`src/rtl/ram_bist_seq.sv`:
```
// Start-up sequencer for the per-RAM BIST engines: march pass, optional comparator
// self-check passes, sticky fail accumulation and a per-pass timeout.
module ram_bist_seq #(
  parameter int NUM_RAM = 2,
  parameter int IDX_W   = 1,
  parameter int TO_W    = 18,
  parameter int TIMEOUT = 262143
) (
  input  logic                   clk,
  input  logic                   reset,
  input  logic                   start,
  input  logic                   check_en,
  input  logic [NUM_RAM-1:0]     bist_done,
  input  logic [4*NUM_RAM-1:0]   bist_fail,
  output logic [NUM_RAM-1:0]     bist_go,
  output logic [NUM_RAM-1:0]     bist_check,
  output logic                   busy,
  output logic                   done,
  output logic [4*NUM_RAM-1:0]   ram_fail,
  output logic [NUM_RAM-1:0]     chk_bad,
  output logic                   timeout,
  output logic [IDX_W-1:0]       cur_ram
);

  typedef enum logic [3:0] {
    S_IDLE, S_GO, S_WAIT_RUN, S_SETTLE, S_CHK0, S_WAIT_CHK0,
    S_CHK1, S_WAIT_CHK1, S_NEXT, S_FIN
  } state_t;

  typedef enum logic [1:0] {P_RUN, P_CHK0, P_CHK1} pass_t;

  state_t          state, state_n;
  pass_t           pass;
  logic            chk_lat;
  logic [TO_W-1:0] to_cnt;
  logic            settle_cnt;
  logic [3:0]      seen0, seen1;
  logic [3:0]      cur_fail;
  logic            cur_done;
  logic            to_hit;
  logic            last_ram;
  logic            in_wait;
  logic            wait_entry;

  // Only the engine under test is listened to; everything else is masked here.
  always_comb begin
    cur_fail = 4'h0;
    cur_done = 1'b0;
    for (int i = 0; i < NUM_RAM; i++) begin
      if (cur_ram == IDX_W'(i)) begin
        cur_fail = bist_fail[4*i +: 4];
        cur_done = bist_done[i];
      end
    end
  end

  assign to_hit   = (to_cnt == TO_W'(TIMEOUT));
  assign last_ram = (cur_ram == IDX_W'(NUM_RAM - 1));
  assign in_wait  = (state == S_WAIT_RUN) || (state == S_WAIT_CHK0) || (state == S_WAIT_CHK1);
  assign wait_entry = (state_n != state) &&
                      ((state_n == S_WAIT_RUN) || (state_n == S_WAIT_CHK0) || (state_n == S_WAIT_CHK1));

  always_ff @(posedge clk or posedge reset) begin
    if (reset) state <= S_IDLE;
    else       state <= state_n;
  end

  // A done on the same edge as the timeout wins, so it is tested first.
  always_comb begin
    state_n = state;
    unique case (state)
      S_IDLE:      if (start && !timeout) state_n = S_GO;
      S_GO:        state_n = S_WAIT_RUN;
      S_WAIT_RUN, S_WAIT_CHK0, S_WAIT_CHK1: begin
        if (cur_done)    state_n = S_SETTLE;
        else if (to_hit) state_n = S_FIN;
      end
      S_SETTLE: begin
        if (settle_cnt) begin
          if (pass == P_RUN && chk_lat) state_n = S_CHK0;
          else if (pass == P_CHK0)      state_n = S_CHK1;
          else                          state_n = S_NEXT;
        end
      end
      S_CHK0:      state_n = S_WAIT_CHK0;
      S_CHK1:      state_n = S_WAIT_CHK1;
      S_NEXT:      state_n = last_ram ? S_FIN : S_GO;
      S_FIN:       state_n = S_IDLE;
      default:     state_n = S_IDLE;
    endcase
  end

  always_ff @(posedge clk or posedge reset) begin
    if (reset) begin
      bist_go    <= '0;
      bist_check <= '0;
      busy       <= 1'b0;
      done       <= 1'b0;
      ram_fail   <= '0;
      chk_bad    <= '0;
      timeout    <= 1'b0;
      cur_ram    <= '0;
      pass       <= P_RUN;
      chk_lat    <= 1'b0;
      to_cnt     <= '0;
      settle_cnt <= 1'b0;
      seen0      <= 4'h0;
      seen1      <= 4'h0;
    end else begin
      done       <= 1'b0;
      settle_cnt <= (state == S_SETTLE);
      if (wait_entry)   to_cnt <= '0;
      else if (in_wait) to_cnt <= to_cnt + TO_W'(1);

      // On timeout the engine levels are frozen: dropping bist_check would start a pass.
      if (in_wait && !cur_done && to_hit) begin
        timeout <= 1'b1;
        busy    <= 1'b0;
        done    <= 1'b1;
      end

      unique case (state)
        S_IDLE: begin
          if (start && !timeout) begin
            ram_fail <= '0;
            chk_bad  <= '0;
            cur_ram  <= '0;
            chk_lat  <= check_en;
            busy     <= 1'b1;
          end
        end
        S_GO: begin
          pass <= P_RUN;
          for (int i = 0; i < NUM_RAM; i++)
            if (cur_ram == IDX_W'(i)) bist_go[i] <= 1'b1;
        end
        S_WAIT_RUN: begin
          for (int i = 0; i < NUM_RAM; i++) begin
            if (cur_ram == IDX_W'(i)) begin
              ram_fail[4*i +: 4] <= ram_fail[4*i +: 4] | cur_fail;
              if (cur_done) bist_go[i] <= 1'b0;
            end
          end
        end
        S_CHK0: begin
          pass <= P_CHK0;
          for (int i = 0; i < NUM_RAM; i++)
            if (cur_ram == IDX_W'(i)) bist_check[i] <= 1'b1;
        end
        S_WAIT_CHK0: seen0 <= seen0 | cur_fail;
        S_CHK1: begin
          pass <= P_CHK1;
          for (int i = 0; i < NUM_RAM; i++)
            if (cur_ram == IDX_W'(i)) bist_check[i] <= 1'b0;
        end
        S_WAIT_CHK1: begin
          seen1 <= seen1 | cur_fail;
          for (int i = 0; i < NUM_RAM; i++)
            if (cur_ram == IDX_W'(i) && cur_done)
              chk_bad[i] <= (~&seen0) | (~&(seen1 | cur_fail));
        end
        S_NEXT: begin
          seen0 <= 4'h0;
          seen1 <= 4'h0;
          if (last_ram) begin
            busy <= 1'b0;
            done <= 1'b1;
          end else begin
            cur_ram <= cur_ram + IDX_W'(1);
          end
        end
        default: ;
      endcase
    end
  end

endmodule

```
`config.mk`:
```
export PLATFORM = sky130hd
export DESIGN_NAME = ram_bist_seq
export DESIGN_NICKNAME = d
export VERILOG_FILES = /design/src/rtl/ram_bist_seq.sv
export SDC_FILE = /design/constraint.sdc
export NUM_CORES = 1
export LEC_CHECK = 0
export BUFFER_PORTS_ARGS = -buffer_cell sky130_fd_sc_hd__buf_2
export CELL_PAD_IN_SITES_DETAIL_PLACEMENT = 0
export CELL_PAD_IN_SITES_GLOBAL_PLACEMENT = 1
export CORE_MARGIN = 2
export CORE_UTILIZATION = 25
export DETAILED_ROUTE_END_ITERATION = 8
export HOLD_SLACK_MARGIN = 0.02
export PLACE_DENSITY_LB_ADDON = 0.1
export SLEW_MARGIN = 20
export SYNTH_ARGS = -nofsm -noshare
export SYNTH_HDL_FRONTEND = slang
export SYNTH_SLANG_ARGS = --single-unit
export TNS_END_PERCENT = 10
```
`constraint.sdc`:
```
create_clock -name clk -period 3.1 [get_ports clk]
set_clock_uncertainty 0.1 [all_clocks]
set_input_delay 0.31 -clock clk [delete_from_list [all_inputs] [get_ports clk]]
set_output_delay 0.31 -clock clk [all_outputs]
set_load 0.05 [all_outputs]
```
==> impl_metrics.ini <==
[synthesis]
ys.flop_type = dfrtp_1
ys_warn_count = 0
netlist.area_leader.share_pct = 45.7
synthCells = 295
ys_ff_latch = 52
syn_area_um2 = 2850
synth_cell_types = 53
synth_seq_area_share_pct = 45.7
synth.most_common_cell = dfrtp_1
synth.area.top_cells = dfrtp_1, xnor2_1, a211oi_1, nand2_1, a21oi_1
synth_edf_count = 0
synth_nets = 310
synth_top_area_cell = dfrtp_1
postSynth.asyncResetShare_pct = 100
syn_area_per_cell_um2 = 9.65
yosys-top-cells-count = dfrtp_1, nand2_1, a21oi_1

[die]
rows = 38
dieArea_um2 = 12300
core_area_um2 = 11000
ioPinCount = 32
fp.dieH_um = 111
die_width_um = 111
initial_utilization_pct = 25.9

[finish]
drive_gt1_share_pct = 23.7
n_fill_cell = 1158
final_area_um2 = 3370
num_antenna_cells = 0
nets = 348
area_growth_pct = 18.5

[clock_network]
post_cts_buffers = 0
cts.sinks = 52
ctsRootBufferMaster = clkbuf_16
clk_pin_slew_ns = 0.08
h-tree-depth = 2
cts_buffers = 5
hold_buffers = 0
ctsResizeCount = 0
clockBufferDepth = 2
clock_latency_ns = 0.29
cts_tree = built

[grt]
met2_usage_pct = 18.8
grt_util_met1_pct = 21.3
grt_usage_pct = 13.4
antenna_found_initial = 0
grt_busiest_layer = met1
grt_pass1_vias = 2400
grt_pass1_wl_um = 13400
grt_util_met3_pct = 2.35
overflow = 0
grt_max_degree = 53

[timing]
fmax_ghz = 0.385
finalMaxSlewViolations = 0
worst_pin_slew_ns = 0.984
rsz0062_at_grt = false
slew_headroom_pct = 34.2
period_needed_ns = 2.60
finalHoldViolations = 0
fin_crit_sh_pct = 83.9
worst_slack_ns = 0.499
tns_ns = 0
finalSetupViolations = 0

[worst_setup_path]
worst-path-max-fanout = 19
required_ns = 3.14
crit_chain = nand4_1 -> nor4_1 -> a21oi_1 -> o211ai_2 -> o221ai_1
crit_buf_inv = 0
slowest_delay_ns = 0.80
cp_slowest_cell = o211ai_2
ff2ff_path_depth = 5
cp-start-kind = flop
reg2reg_to = pass[1]
reg2reg_from = to_cnt[4]
crit_family = compound AO/OA/AOI/OAI gates
setup.worst_path.end_class = flop
worstPathArrival_ns = 2.64
critPathKind = flop to flop
rrSetupSlack_ns = 0.50

[routing]
ant_nets = 0
first_pass_iters = 4
route.vias.total = 2347
routedWlPerCell_um = 17.0
wl_um = 8040
drc = 0
via_per_inst = 4.95
drt_iter0_markers = 167

[pwr]
vdd_ir_drop_max_mv = 0.322
leakage_nw = 1.42
powerDensity_nw_per_um2 = 934

[status]
outcome = completed

[place]
dp_slack_ns = 0.513
gp_congestion = 0.736
placed_cell_area_um2 = 3210
place_hpwl_um = 5590
portBuffers = 31

[flow_run]
maxCapViolCount = 0

[hold_path]
hold_path.class = input pin to asynchronous set/reset pin
==> cell families (layout without fill, tap and decap cells) <==
| family | count (synthesis) | in the layout | share of synthesized area [%] |
|---|---|---|---|
| mux | 10 | 10 | 3.87 |
| flops | 52 | 52 | 45.7 |
| simple gates | 100 | 100 | 19.2 |
| fa+ha+maj | 1 | 1 | 0.439 |
| buf+inv | 28 | 67 | 4.75 |
| xor+xnor | 18 | 18 | 5.54 |
| compound gates | 86 | 86 | 20.5 |
==> state kept, by name, summed over array words and instances, names as in the netlist, 2 cells and up <==
| register | count |
|---|---|
| bist_check | 2 |
| bist_go | 2 |
| chk_bad | 2 |
| pass | 2 |
| ram_fail | 8 |
| seen0 | 4 |
| seen1 | 4 |
| state | 4 |
| to_cnt | 18 |
==> per-stage QoR <==
step	power, mW	hold WS, ns	cells	util (%)
after floorplan	2.08	0.315	295	-
after global placement	2.54	0.369	466	29.2
final	3.15	0.104	474	30.7
after detailed placement	2.52	0.368	466	29.2
after CTS	3.18	0.145	474	30.7
after global routing	3.35	0.146	474	30.7
==> per-layer routing <==
| metal | vias to the layer above | wire length, um | part of all wire (%) |
|---|---|---|---|
| li1 | 1154 | - | - |
| met1 | 1146 | 4430 | 55 |
| met2 | 41 | 3270 | 41 |
| met3 | 6 | 254 | 3.2 |
| met4 | 0 | 87 | 1.1 |
| met5 | - | 0 | 0 |
==> worst min-delay path, cell delays in order <==
cell and delay, ns:
buf_2 0.10, inv_2 0.03, buf_4 0.55
==> power by group <==
part	internal, mW	leakage (nW)	switching (mW)
logic	0.481	0.695	1.09
clock network	0.380	0.0798	0.268
registers	0.824	0.645	0.105
total	1.69	1.42	1.47
==> cells in the final DEF, fill, tap and decap left out, types with 3 or more instances in the layout <==
cell,synthesis,layout
xnor2_1,17,17
buf_2,6,31
or3_1,4,4
a211oi_1,19,19
inv_1,11,10
a31oi_1,4,4
o21ai_0,14,14
nand4_1,5,5
nand2_1,31,31
a21oi_1,23,23
nor3_1,7,7
nor3_2,3,3
buf_4,2,16
clkbuf_16,0,5
o21bai_1,3,3
nand3_1,7,7
dfrtp_1,52,52
mux2_2,8,8
a21o_1,3,3
nor2b_1,5,5
and3_1,3,3
nor2_1,18,18
and2_1,3,3
==> cell type report <==
| type | instances | area (um^2) | share of cell area [%] |
|---|---|---|---|
| Multi-Input combinational cell | 215 | 1410 | 41.8 |
| Sequential cell | 52 | 1300 | 38.6 |
| Timing Repair Buffer | 47 | 275 | 8.16 |
| Tap cell | 140 | 175 | 5.19 |
| Clock buffer | 5 | 125 | 3.71 |
| Inverter | 12 | 45.0 | 1.33 |
| Clock inverter | 3 | 42.5 | 1.26 |
==> how the worst max path moves through the flow <==
stage                   start         end  depth (start not counted)
detailed placement    cur_ram     pass[1]                          5
global placement     state[3]     pass[1]                          5
floorplan             cur_ram     pass[0]                          7
global route          cur_ram  to_cnt[13]                          5
finish              to_cnt[4]     pass[1]                          5
CTS                  state[3]     pass[1]                          5
Note: power is estimated with default switching activity, not from simulation.
